`src/rtl/icache_req_arb.sv`:
```
// Three-way request arbiter for the icache tag-pipeline slot: snoop > demand > prefetch,
// with a snoop-streak limit and prefetch aging, feeding a registered full-throughput output stage.
module icache_req_arb #(
    parameter int PLD_W         = 32,
    parameter int SNP_BURST_MAX = 4,
    parameter int PREF_AGE_MAX  = 8
) (
    input  logic                                 clk,
    input  logic                                 rst_n,
    input  logic                                 prefetch_enable,
    input  logic                                 upstream_rxreq_vld,
    output logic                                 upstream_rxreq_rdy,
    input  logic [PLD_W-1:0]                     upstream_rxreq_pld,
    input  logic                                 downstream_rxsnp_vld,
    output logic                                 downstream_rxsnp_rdy,
    input  logic [PLD_W-1:0]                     downstream_rxsnp_pld,
    input  logic                                 prefetch_req_vld,
    output logic                                 prefetch_req_rdy,
    input  logic [PLD_W-1:0]                     prefetch_req_pld,
    output logic                                 arb_req_vld,
    input  logic                                 arb_req_rdy,
    output logic [PLD_W-1:0]                     arb_req_pld,
    output logic [1:0]                           arb_req_src,
    output logic [$clog2(SNP_BURST_MAX+1)-1:0]   dbg_snp_streak,
    output logic [$clog2(PREF_AGE_MAX+1)-1:0]    dbg_pref_age
);

    // Handshake: every channel transfers on a rising edge where vld & rdy are both 1.
    // Input rdy is combinational and depends on vld; arb_req_vld never depends on arb_req_rdy.

    localparam int SW = $clog2(SNP_BURST_MAX + 1);
    localparam int AW = $clog2(PREF_AGE_MAX + 1);
    localparam logic [SW-1:0] SNP_MAX_C = SW'(SNP_BURST_MAX);
    localparam logic [AW-1:0] AGE_MAX_C = AW'(PREF_AGE_MAX);

    localparam logic [1:0] SRC_DEMAND   = 2'd0;
    localparam logic [1:0] SRC_PREFETCH = 2'd1;
    localparam logic [1:0] SRC_SNOOP    = 2'd2;

    logic              r_vld;
    logic [PLD_W-1:0]  r_pld;
    logic [1:0]        r_src;
    logic [SW-1:0]     r_snp_streak;
    logic [AW-1:0]     r_pref_age;

    logic              w_load_en;
    logic              w_pf_v;
    logic              w_other_v;
    logic              w_snp_blocked;
    logic              w_pf_aged;
    logic              w_gnt_snp;
    logic              w_gnt_dem;
    logic              w_gnt_pf;
    logic              w_any_gnt;
    logic [PLD_W-1:0]  w_win_pld;
    logic [1:0]        w_win_src;
    logic [SW-1:0]     w_snp_streak_nxt;
    logic [AW-1:0]     w_pref_age_nxt;

    assign w_load_en     = !r_vld || arb_req_rdy;
    assign w_pf_v        = prefetch_req_vld && prefetch_enable;
    assign w_other_v     = upstream_rxreq_vld || w_pf_v;
    assign w_snp_blocked = (r_snp_streak == SNP_MAX_C) && w_other_v;
    assign w_pf_aged     = (r_pref_age == AGE_MAX_C);

    always_comb begin
        w_gnt_snp = 1'b0;
        w_gnt_dem = 1'b0;
        w_gnt_pf  = 1'b0;
        if (w_load_en) begin
            if (downstream_rxsnp_vld && !w_snp_blocked) begin
                w_gnt_snp = 1'b1;
            end else if (w_pf_v && w_pf_aged) begin
                w_gnt_pf = 1'b1;
            end else if (upstream_rxreq_vld) begin
                w_gnt_dem = 1'b1;
            end else if (w_pf_v) begin
                w_gnt_pf = 1'b1;
            end else if (downstream_rxsnp_vld) begin
                // Limit only bites while another source waits, so this is a safety net.
                w_gnt_snp = 1'b1;
            end
        end
    end

    assign w_any_gnt = w_gnt_snp || w_gnt_dem || w_gnt_pf;

    always_comb begin
        w_win_pld = upstream_rxreq_pld;
        w_win_src = SRC_DEMAND;
        if (w_gnt_snp) begin
            w_win_pld = downstream_rxsnp_pld;
            w_win_src = SRC_SNOOP;
        end else if (w_gnt_pf) begin
            w_win_pld = prefetch_req_pld;
            w_win_src = SRC_PREFETCH;
        end
    end

    assign downstream_rxsnp_rdy = w_gnt_snp;
    assign upstream_rxreq_rdy   = w_gnt_dem;
    assign prefetch_req_rdy     = w_gnt_pf;

    always_comb begin
        w_snp_streak_nxt = r_snp_streak;
        if (w_load_en) begin
            if (w_gnt_snp && w_other_v) begin
                w_snp_streak_nxt = (r_snp_streak == SNP_MAX_C) ? r_snp_streak
                                                                : r_snp_streak + SW'(1);
            end else begin
                w_snp_streak_nxt = '0;
            end
        end
    end

    always_comb begin
        w_pref_age_nxt = r_pref_age;
        if (w_load_en) begin
            if (!w_pf_v || w_gnt_pf) begin
                w_pref_age_nxt = '0;
            end else if (w_any_gnt) begin
                w_pref_age_nxt = w_pf_aged ? r_pref_age : r_pref_age + AW'(1);
            end
        end
    end

    always_ff @(posedge clk or negedge rst_n) begin
        if (!rst_n) begin
            r_vld        <= 1'b0;
            r_pld        <= '0;
            r_src        <= SRC_DEMAND;
            r_snp_streak <= '0;
            r_pref_age   <= '0;
        end else begin
            r_snp_streak <= w_snp_streak_nxt;
            r_pref_age   <= w_pref_age_nxt;
            if (w_load_en) begin
                r_vld <= w_any_gnt;
                if (w_any_gnt) begin
                    r_pld <= w_win_pld;
                    r_src <= w_win_src;
                end
            end
        end
    end

    assign arb_req_vld    = r_vld;
    assign arb_req_pld    = r_pld;
    assign arb_req_src    = r_src;
    assign dbg_snp_streak = r_snp_streak;
    assign dbg_pref_age   = r_pref_age;

endmodule

```
`config.mk`:
```
export PLATFORM = sky130hd
export DESIGN_NAME = icache_req_arb
export DESIGN_NICKNAME = d
export VERILOG_FILES = /design/src/rtl/icache_req_arb.sv
export SDC_FILE = /design/constraint.sdc
export NUM_CORES = 1
export LEC_CHECK = 0
export ABC_CLOCK_PERIOD_IN_PS = 4400
export BUFFER_PORTS_ARGS = -buffer_cell sky130_fd_sc_hd__buf_2
export CAP_MARGIN = 20
export CORE_MARGIN = 2
export CORE_UTILIZATION = 35
export CTS_CLUSTER_SIZE = 20
export DETAILED_ROUTE_END_ITERATION = 12
export PLACE_DENSITY = 0.68
export SLEW_MARGIN = 20
export SYNTH_ARGS = -nofsm -noshare
export SYNTH_HDL_FRONTEND = slang
export SYNTH_SLANG_ARGS = --single-unit
```
`constraint.sdc`:
```
create_clock -name clk -period 4.4 [get_ports clk]
set_input_delay 0.44 -clock clk [delete_from_list [all_inputs] [get_ports clk]]
set_output_delay 0.44 -clock clk [all_outputs]
set_load 0.02 [all_outputs]
```
==> results of run 1 <==
-- layer usage --
metal / wire (um) / share of wire [%] / up-vias
li1: - / - / 1189
met1: 2910 / 43 / 1109
met2: 3320 / 49 / 94
met3: 509 / 7.5 / 2
met4: 16 / 0.24 / 0
met5: 0 / 0 / -
-- worst max path at each step --
stage,slack [ns],cells past startpoint,start,end
2_1_floorplan,1.85,4,dbg_pref_age[0]$_DFFE_PN0P_,upstream_rxreq_rdy
3_3_place_gp,2.02,6,dbg_snp_streak[0]$_DFFE_PN0P_,downstream_rxsnp_rdy
3_5_place_dp,1.93,6,dbg_snp_streak[0]$_DFFE_PN0P_,downstream_rxsnp_rdy
4_1_cts,1.60,6,dbg_snp_streak[0]$_DFFE_PN0P_,downstream_rxsnp_rdy
5_1_grt,1.38,6,dbg_snp_streak[0]$_DFFE_PN0P_,downstream_rxsnp_rdy
6_report,1.61,6,dbg_snp_streak[0]$_DFFE_PN0P_,downstream_rxsnp_rdy
-- logic make-up after synthesis --
logic type,share of synthesized area [%]
flip-flops,44.8
multiplexers,0.480
buffers and inverters,6.19
AO/OA/AOI/OAI,29.1
adder cells (fa/ha/maj),2.14
AND/OR/NAND/NOR,17.2
-- power breakdown --
| group | switching (mW) | internal (mW) | leakage (nW) |
|---|---|---|---|
| Sequential | 0.0329 | 0.445 | 0.515 |
| Combinational | 0.227 | 0.140 | 0.991 |
| Clock | 0.133 | 0.167 | 0.0579 |
| Total | 0.393 | 0.752 | 1.56 |
-- per-stage QoR --
| step | setup WS [ns] | utilization (%) | total power, mW |
|---|---|---|---|
| finish | 1.61 | 50.6 | 1.15 |
| global placement | 2.02 | 48.5 | 0.849 |
| floorplan | 1.85 | - | 0.703 |
| detailed placement | 1.93 | 48.5 | 0.856 |
| global route | 1.38 | 50.6 | 1.22 |
| CTS | 1.60 | 50.2 | 1.16 |
-- registers in the layout, indices dropped and copies added, names as in the netlist --
name / cells
arb_req_pld: 32
arb_req_vld: 1
arb_req_src: 2
dbg_snp_streak: 3
dbg_pref_age: 4
-- cells in the final DEF, fill, tap and decap left out, types with 2 or more instances in the layout --
master | synthesis | final
sky130_fd_sc_hd__dfrtp_1 | 42 | 42
sky130_fd_sc_hd__o21ai_1 | 26 | 26
sky130_fd_sc_hd__clkinv_2 | 0 | 2
sky130_fd_sc_hd__buf_2 | 12 | 147
sky130_fd_sc_hd__nand2_1 | 37 | 37
sky130_fd_sc_hd__clkbuf_8 | 0 | 5
sky130_fd_sc_hd__inv_1 | 7 | 7
sky130_fd_sc_hd__nor3_1 | 33 | 33
sky130_fd_sc_hd__o21ai_0 | 4 | 4
sky130_fd_sc_hd__nand3_1 | 4 | 4
sky130_fd_sc_hd__o221ai_1 | 25 | 25
sky130_fd_sc_hd__buf_4 | 1 | 2
sky130_fd_sc_hd__a21o_1 | 3 | 3
sky130_fd_sc_hd__o21ai_2 | 5 | 5
sky130_fd_sc_hd__a31oi_4 | 0 | 3
sky130_fd_sc_hd__a22o_1 | 2 | 2
sky130_fd_sc_hd__o221ai_2 | 7 | 7
sky130_fd_sc_hd__ha_1 | 4 | 4
-- layout make-up --
type                            count  area share (%)
Clock buffer                        5            2.12
Clock inverter                      3            1.23
Inverter                            8            1.00
Multi-Input combinational cell    173            36.4
Sequential cell                    42            32.3
Tap cell                           77            2.96
Timing Repair Buffer              150            23.9
-- critical path, delay by kind of cell (launching register included) --
family,cells,cell delay [ns]
adder cells (fa/ha/maj),1,0.23
flip-flops,1,0.42
AO/OA/AOI/OAI,2,0.99
buffers and inverters,2,0.28
AND/OR/NAND/NOR,1,0.13
==> impl_metrics.yaml, run 1 <==
status:
  outcome: "finished, violations left"
  failed_checks: "DRC"
clocking:
  total_cts_buffers: 5
  htree_num_levels: 2
  postCtsSetupBuffers: 0
  resize_count_post_cts: 0
  count_of_hold_fix_buffers_inserted_at_cts: 0
  tritoncts: "done"
  clock_latency_ns: 0.29
  cts_num_sinks: 42
  clock_path_buffers: 2
  cts.reportedPaths.clkPinSlew_ns: 0.08
  ctsRootBufferMaster: "sky130_fd_sc_hd__clkbuf_8"
global_route:
  globalRouteTotalUtil_pct: 18.1
  grtUsageMet3_pct: 4.23
  global_route.usage.met2_pct: 31.6
  via_count_of_the_first_global_routing_pass: 2260
  globalRoute.totalOverflow: 0
  grt_max_degree: 43
  number_of_antenna_violations_at_the_first_check_in_global_routing: 0
  grt_busiest_layer: "met2"
  global_route_wire_length_before_repair_um: 10700
  met1_usage_pct: 23.2
cells_and_area:
  fin_area_um2: 3250
  layout.area.seq_um2: 1050
  antenna_cells: 0
  multi_input_comb_area_um2: 1180
  final_layout_size_suffix_gt1_share_pct: 47.8
  final.fill_count: 630
  finalNonFillerCells: 458
  area.growth.synth_to_final_pct: 38.7
  finish.net_count: 487
synthesis:
  synth_cell_type_count: 40
  synth_area_leaders: "sky130_fd_sc_hd__dfrtp_1 45%, sky130_fd_sc_hd__o221ai_1 9.3%, sky130_fd_sc_hd__nor3_1 7.0%, sky130_fd_sc_hd__nand2_1 5.9%, sky130_fd_sc_hd__o21ai_1 5.6%"
  postSynthAreaPerCell_um2: 9.68
  synth-async-reset-ratio_pct: 100
  synth_enable_flop_cells: 0
  synth_top_flop_cell: "sky130_fd_sc_hd__dfrtp_1"
  synth_area_um2: 2340
  yosysMostFrequentCell: "sky130_fd_sc_hd__dfrtp_1"
  synth_top_area_share_pct: 44.8
  yosysWarnings: 0
  synth_fp_nets: 349
  seq_area_frac_synth_pct: 44.8
  synthesis.instances: 242
  ys_top_cells_by_count: "42 x sky130_fd_sc_hd__dfrtp_1, 37 x sky130_fd_sc_hd__nand2_1, 33 x sky130_fd_sc_hd__nor3_1, 26 x sky130_fd_sc_hd__o21ai_1, 25 x sky130_fd_sc_hd__o221ai_1"
  yosys_register_bits: 42
  netlist.top_cell.by_area: "sky130_fd_sc_hd__dfrtp_1"
setup_path:
  rr_worst_depth: 6
  timing_worst_setup_path_type: "reg -> out"
  worst_ep_required_time_ns: 3.96
  rr_endpoint: "arb_req_pld[11]$_DFFE_PN0P_"
  cp_max_fo: 33
  crit_chain: "inv_1 > ha_1 > a21boi_1 > a31oi_4 > nor2_1 > buf_2"
  worst_setup_path_start_kind: "flop"
  critical_path.slowest_cell: "sky130_fd_sc_hd__a31oi_4"
  timing.critical_path.arrival_ns: 2.35
  max_stage_delay_ns: 0.84
  worstReg2RegStart: "dbg_snp_streak[0]$_DFFE_PN0P_"
  end_kind: "output pin"
  rrSetupSlack_ns: 2.18
sta:
  hold-worst-slack_ns: 0.273
  clock_skew_ns: 0.00402
  tightest_slew_ns: 1.04
  period_minus_slack_ns: 2.79
  setup_violations: 0
  hold_viol_final: 0
  setup_total_negative_slack_ns: 0
  achievable-frequency_ghz: 0.358
  rsz0062_at_grt: "no"
  finalMaxSlewViolations: 0
  final.period_utilization_pct: 63.5
  max_transition_margin_pct: 30.9
placement:
  placed_area_um2: 3110
  dpl.cell_count: 449
  placement.io_buffers: 147
  dp_hpwl_um: 4900
  finalWeightedCongestion: 0.787
floorplanning:
  fp.coreArea_um2: 6420
  dieWidth_um: 85.8
  ioPinCount: 148
  initial_utilization_pct: 36.5
  floorplan.die_area_um2: 7370
  num_rows: 29
  die_height_um: 85.8
route:
  drc: 10
  initialDrtViolationCount: 95
  vias: 2394
  ant_nets: 0
  via_per_inst: 5.23
  wl_per_cell_um: 14.7
  dr.pass1.iters: 9
  wirelength_um: 6760
pwr:
  power.ir.vdd_worst_uv: 183
  power.density_nw_per_um2: 352
  leak_pwr_nw: 1.56
hold_path:
  worst_hold_path_type: "in -> async"
run:
  maximum_capacitance_violations: 0
(Power assumes the default switching activity.)
==> run 2: changes to the inputs <==
--- a/config.mk
+++ b/config.mk
@@ -5,14 +5,14 @@
 export SDC_FILE = /design/constraint.sdc
 export NUM_CORES = 1
 export LEC_CHECK = 0
-export ABC_CLOCK_PERIOD_IN_PS = 4400
+export ABC_CLOCK_PERIOD_IN_PS = 2300
 export BUFFER_PORTS_ARGS = -buffer_cell sky130_fd_sc_hd__buf_2
 export CAP_MARGIN = 20
 export CORE_MARGIN = 2
 export CORE_UTILIZATION = 35
 export CTS_CLUSTER_SIZE = 20
 export DETAILED_ROUTE_END_ITERATION = 12
-export PLACE_DENSITY = 0.68
+export PLACE_DENSITY = 0.71
 export SLEW_MARGIN = 20
 export SYNTH_ARGS = -nofsm -noshare
 export SYNTH_HDL_FRONTEND = slang
==> constraint.sdc (replaced) <==
create_clock -name clk -period 2.3 [get_ports clk]
set_input_delay 0.23 -clock clk [delete_from_list [all_inputs] [get_ports clk]]
set_output_delay 0.23 -clock clk [all_outputs]
set_load 0.02 [all_outputs]
==> impl_metrics.yaml, run 2 (synthesized netlist as in run 1, its figures left out) <==
status:
  outcome: "finished, violations left"
  failed_checks: "DRC"
setup_path:
  end_kind: "output pin"
  cp_max_fo: 5
  rr_worst_depth: 8
  rr_endpoint: "arb_req_pld[27]$_DFFE_PN0P_"
  rrSetupSlack_ns: 0.37
  critical_path.slowest_cell: "sky130_fd_sc_hd__a2111oi_1"
  cp_top_family: "compound AO/OA/AOI/OAI gates"
  timing_worst_setup_path_type: "reg -> out"
  worst_ep_required_time_ns: 2.07
  timing.critical_path.arrival_ns: 1.91
  worstReg2RegStart: "dbg_snp_streak[0]$_DFFE_PN0P_"
  max_stage_delay_ns: 0.47
  critical_path_buf_inv_count: 2
  worst_setup_path_start_kind: "flop"
  crit_chain: "inv_1 > ha_1 > and3b_4 > a2111oi_1 > buf_2"
floorplanning:
  fp.coreArea_um2: 6420
  ioPinCount: 148
  initial_utilization_pct: 36.5
  die_height_um: 85.8
  floorplan.die_area_um2: 7370
  num_rows: 29
  dieWidth_um: 85.8
cells_and_area:
  fin_area_um2: 3310
  mostFrequentLayoutCells: "147 x sky130_fd_sc_hd__buf_2, 42 x sky130_fd_sc_hd__dfrtp_1, 37 x sky130_fd_sc_hd__nand2_1"
  final_layout_size_suffix_gt1_share_pct: 48.8
  largest_reg_flops: 32
  finalNonFillerCells: 464
  finish.net_count: 494
  area.growth.synth_to_final_pct: 41.4
  antenna_cells: 0
  layout_commonest_cell: "sky130_fd_sc_hd__buf_2"
global_route:
  via_count_of_the_first_global_routing_pass: 2366
  global_route_wire_length_before_repair_um: 11400
  globalRoute.totalOverflow: 0
  globalRouteTotalUtil_pct: 19.4
  number_of_antenna_violations_at_the_first_check_in_global_routing: 0
  grt_max_degree: 43
clocking:
  cts.reportedPaths.clkPinSlew_ns: 0.08
  ctsRootBufferMaster: "sky130_fd_sc_hd__clkbuf_8"
  clock_path_buffers: 2
  total_cts_buffers: 5
  tritoncts: "done"
  htree_num_levels: 2
  count_of_hold_fix_buffers_inserted_at_cts: 0
  clock_latency_ns: 0.29
  cts_num_sinks: 42
pwr:
  power.ir.vdd_worst_uv: 330
  leak_pwr_nw: 1.59
  power.density_nw_per_um2: 675
placement:
  placement.io_buffers: 147
  placed_area_um2: 3160
  preCtsSetupSlack_ns: 0.0899
  finalWeightedCongestion: 0.797
  dpl.cell_count: 455
  dp_hpwl_um: 5270
route:
  wl_per_cell_um: 15.5
  dr.pass1.iters: 10
  via_per_inst: 5.38
  initialDrtViolationCount: 123
  wirelength_um: 7190
  ant_nets: 0
  vias: 2496
  drc: 14
sta:
  rsz0062_at_grt: "no"
  max_transition_margin_pct: 37.4
  tightest_slew_ns: 0.939
  finalMaxSlewViolations: 0
  clock_skew_ns: 0.00598
  setup_total_negative_slack_ns: 0
  hold_viol_final: 0
  period_minus_slack_ns: 2.14
  achievable-frequency_ghz: 0.467
  final.period_utilization_pct: 93.0
  setup_violations: 0
  finalWorstSetupSlack_ns: 0.160
hold_path:
  worst_hold_path_type: "in -> async"
run:
  maximum_capacitance_violations: 0
## run 2: power breakdown
group | internal (mW) | total [mW] | switching (mW)
Sequential | 0.852 | 0.916 | 0.0636
Clock | 0.347 | 0.596 | 0.248
Combinational | 0.279 | 0.726 | 0.447
Total | 1.48 | 2.24 | 0.759
## run 2: layout make-up
| class | count | area [um2] |
|---|---|---|
| Tap cell | 77 | 96.3 |
| Sequential cell | 42 | 1050 |
| Fill cell | 627 | 3110 |
| Multi-Input combinational cell | 174 | 1220 |
| Clock buffer | 6 | 82.6 |
| Timing Repair Buffer | 156 | 803 |
| Clock inverter | 1 | 30.0 |
| Inverter | 8 | 32.5 |
## run 2: timing repair
item | 4_1_cts | 5_1_grt
buffers inserted | 0 | 1
endpoints found under the setup margin | 1 | 1
resized for setup | 1 | 1
gates cloned | 1 | 0
## run 2: worst reg2reg max path, cell delays in order (launching register included)
cell	delay, ns
sky130_fd_sc_hd__dfrtp_1	0.40
sky130_fd_sc_hd__inv_1	0.07
sky130_fd_sc_hd__ha_1	0.24
sky130_fd_sc_hd__buf_4	0.16
sky130_fd_sc_hd__a21bo_2	0.23
sky130_fd_sc_hd__o2111ai_4	0.15
sky130_fd_sc_hd__buf_4	0.30
sky130_fd_sc_hd__o221ai_1	0.17
sky130_fd_sc_hd__o21ai_1	0.15
## run 2: per-stage QoR
stage / hold WS [ns] / power, mW / utilization (%)
after CTS: 0.120 / 2.26 / 51.2
after global routing: 0.155 / 2.38 / 51.6
after detailed placement: 0.434 / 1.65 / 49.2
after global placement: 0.413 / 1.64 / 49.2
after floorplan: -0.0656 / 1.34 / -
final: 0.0805 / 2.24 / 51.6
## run 2: how the worst max path moves through the flow
stage / cells past startpoint / from / endpoint / slack, ns
4_1_cts: 6 / dbg_snp_streak[0]$_DFFE_PN0P_ / arb_req_pld[14]$_DFFE_PN0P_ / 0.09
6_report: 5 / dbg_pref_age[1]$_DFFE_PN0P_ / upstream_rxreq_rdy / 0.16
3_5_place_dp: 6 / dbg_snp_streak[0]$_DFFE_PN0P_ / downstream_rxsnp_rdy / 0.09
2_1_floorplan: 4 / dbg_pref_age[0]$_DFFE_PN0P_ / upstream_rxreq_rdy / 0.21
5_1_grt: 5 / dbg_pref_age[1]$_DFFE_PN0P_ / upstream_rxreq_rdy / 0.08
3_3_place_gp: 6 / dbg_snp_streak[0]$_DFFE_PN0P_ / downstream_rxsnp_rdy / 0.20
## run 2: layer usage
metal	global-route usage [%]	part of all wire, %	up-vias
li1	-	-	1206
met5	0	0	-
met1	24.1	41	1176
met3	3.95	7.9	5
met4	4.33	0.43	0
met2	34.6	51	109
==> run 3: changes to the inputs <==
--- a/config.mk
+++ b/config.mk
@@ -10,6 +10,7 @@
 export CAP_MARGIN = 20
 export CORE_MARGIN = 2
 export CORE_UTILIZATION = 35
+export CTS_BUF_LIST = sky130_fd_sc_hd__clkbuf_2
 export CTS_CLUSTER_SIZE = 20
 export DETAILED_ROUTE_END_ITERATION = 12
 export PLACE_DENSITY = 0.71
==> impl_metrics.yaml, run 3 (synthesized netlist as in run 1, its figures left out) <==
setup_path:
  worst_setup_path_start_kind: "flop"
  timing.critical_path.arrival_ns: 1.94
  max_stage_delay_ns: 0.44
  cp_top_family: "flip-flops"
  cp_max_fo: 4
  timing_worst_setup_path_type: "reg -> out"
  critical_path_buf_inv_count: 2
  crit_chain: "inv_1 > ha_1 > and3b_4 > a2111oi_2 > buf_2"
  end_kind: "output pin"
  critical_path.slowest_cell: "sky130_fd_sc_hd__dfrtp_1"
  worst_ep_required_time_ns: 2.07
pwr:
  sequentialPowerShare_pct: 44.5
  power.internal_mw: 1.31
  power_switching_mw: 0.747
  leak_pwr_nw: 1.57
  swShare_pct: 36.3
  p_total_mw: 2.06
  share_clk_of_total_power_pct: 20.0
  power.ir.vdd_worst_uv: 325
  p_comb_share_pct: 35.5
  power.density_nw_per_um2: 627
clocking:
  ctsRootBufferMaster: "sky130_fd_sc_hd__clkbuf_2"
  cts.reportedPaths.clkPinSlew_ns: 0.21
  clock_path_buffers: 2
  clock_latency_ns: 0.39
  total_cts_buffers: 5
  htree_num_levels: 2
  tritoncts: "done"
  cts_num_sinks: 42
cells_and_area:
  finish.net_count: 495
  fin_area_um2: 3280
  area.growth.synth_to_final_pct: 39.9
  antenna_cells: 0
  largest_reg_flops: 32
  final_layout_size_suffix_gt1_share_pct: 49.2
  mostFrequentLayoutCells: "147 x sky130_fd_sc_hd__buf_2, 41 x sky130_fd_sc_hd__dfrtp_1, 37 x sky130_fd_sc_hd__nand2_1"
  layout_commonest_cell: "sky130_fd_sc_hd__buf_2"
sta:
  setup_total_negative_slack_ns: 0
  final.period_utilization_pct: 94.2
  hold_viol_final: 0
  rsz0062_at_grt: "no"
  max_transition_margin_pct: 37.1
  setup_violations: 0
  tightest_slew_ns: 0.944
  finalMaxSlewViolations: 0
  clock_skew_ns: 0.0183
  period_minus_slack_ns: 2.17
  hold-worst-slack_ns: 0.0834
  achievable-frequency_ghz: 0.462
floorplanning:
  die_height_um: 85.8
  num_rows: 29
  floorplan.die_area_um2: 7370
  dieWidth_um: 85.8
  fp.coreArea_um2: 6420
  ioPinCount: 148
  initial_utilization_pct: 36.5
route:
  ant_nets: 0
  wl_per_cell_um: 15.5
  via_per_inst: 5.35
  dr.pass1.iters: 9
  wirelength_um: 7210
  drc: 14
  vias: 2489
  initialDrtViolationCount: 133
global_route:
  via_count_of_the_first_global_routing_pass: 2394
  globalRouteTotalUtil_pct: 19.5
  number_of_antenna_violations_at_the_first_check_in_global_routing: 0
  globalRoute.totalOverflow: 0
  global_route_wire_length_before_repair_um: 11400
  grt_max_degree: 43
placement:
  placement.io_buffers: 147
  finalWeightedCongestion: 0.797
  dp_hpwl_um: 5270
  placed_area_um2: 3160
hold_path:
  worst_hold_path_type: "in -> reg"
status:
  outcome: "finished, violations left"
  failed_checks: "DRC"
run:
  maximum_capacitance_violations: 0
## run 3: changes by cell type in the layout (fill, tap and decap cells not counted), sizes merged
cell,delta
clkinv,+1
dlygate4sd3,+1
clkbuf,-1
## run 3: final timing paths
path / startpoint / end / slack, ns / cells after the start
setup / recovery: dbg_pref_age[0]$_DFFE_PN0P_ / upstream_rxreq_rdy / 0.13 / 5
hold / removal: upstream_rxreq_pld[6] / arb_req_pld[6]$_DFFE_PN0P_ / 0.08 / 3
setup reg to reg: dbg_snp_streak[0]$_DFFE_PN0P_ / arb_req_pld[22]$_DFFE_PN0P_ / 0.40 / 8
hold reg to reg: arb_req_pld[12]$_DFFE_PN0P_ / arb_req_pld[12]$_DFFE_PN0P_ / 0.51 / 2
max in group asynchronous: rst_n / dbg_pref_age[1]$_DFFE_PN0P_ / 1.18 / 2
min in group asynchronous: rst_n / arb_req_pld[24]$_DFFE_PN0P_ / 0.50 / 2
## run 3: per-stage QoR
step	setup WS (ns)	util [%]	std cells
6_report	0.133	51.0	465
5_1_grt	0.0154	51.0	465
3_3_place_gp	0.195	49.2	455
3_5_place_dp	0.0899	49.2	455
4_1_cts	0.00922	50.7	465
2_1_floorplan	0.207	-	242
## run 3: final cells by class
| class | instances | area (um2) |
|---|---|---|
| well taps | 77 | 96.3 |
| clock buffers | 5 | 25.0 |
| multi-input cells | 174 | 1220 |
| repair buffers | 157 | 813 |
| flip-flops and latches | 42 | 1050 |
| clock inverters | 2 | 33.8 |
| fillers | 624 | 3140 |
| inverters | 8 | 32.5 |
## run 3: layer usage
layer | global-route usage (%) | vias to the layer above | share of wire, %
met1 | 23.7 | 1171 | 41
met5 | 0 | - | 0
met4 | 4.62 | 0 | 0.64
met3 | 4.43 | 5 | 8.5
li1 | - | 1204 | -
met2 | 34.9 | 109 | 50
## run 3: power by group through the flow
stage / sequential [mW] / combinational, mW / clock, mW
5_1_grt: 0.930 / 0.804 / 0.456
6_report: 0.915 / 0.730 / 0.411
3_3_place_gp: 0.928 / 0.708 / 0
4_1_cts: 0.917 / 0.734 / 0.428
3_5_place_dp: 0.931 / 0.722 / 0
2_1_floorplan: 1.07 / 0.273 / 0
## run 3: worst reg2reg max path: stages (launching register included)
cell                        delay, ns
sky130_fd_sc_hd__dfrtp_1         0.44
sky130_fd_sc_hd__inv_1           0.06
sky130_fd_sc_hd__ha_2            0.20
sky130_fd_sc_hd__buf_4           0.15
sky130_fd_sc_hd__a21bo_2         0.23
sky130_fd_sc_hd__o2111ai_4       0.15
sky130_fd_sc_hd__buf_4           0.29
sky130_fd_sc_hd__o221ai_1        0.16
sky130_fd_sc_hd__o21ai_1         0.16
## run 3: what timing repair did
action	4_1_cts	5_1_grt
gates cloned	1	0
setup buffers	1	0
hold buffers	1	0
hold endpoints to repair	42	0
resized for setup	1	4
endpoints found under the setup margin	1	2
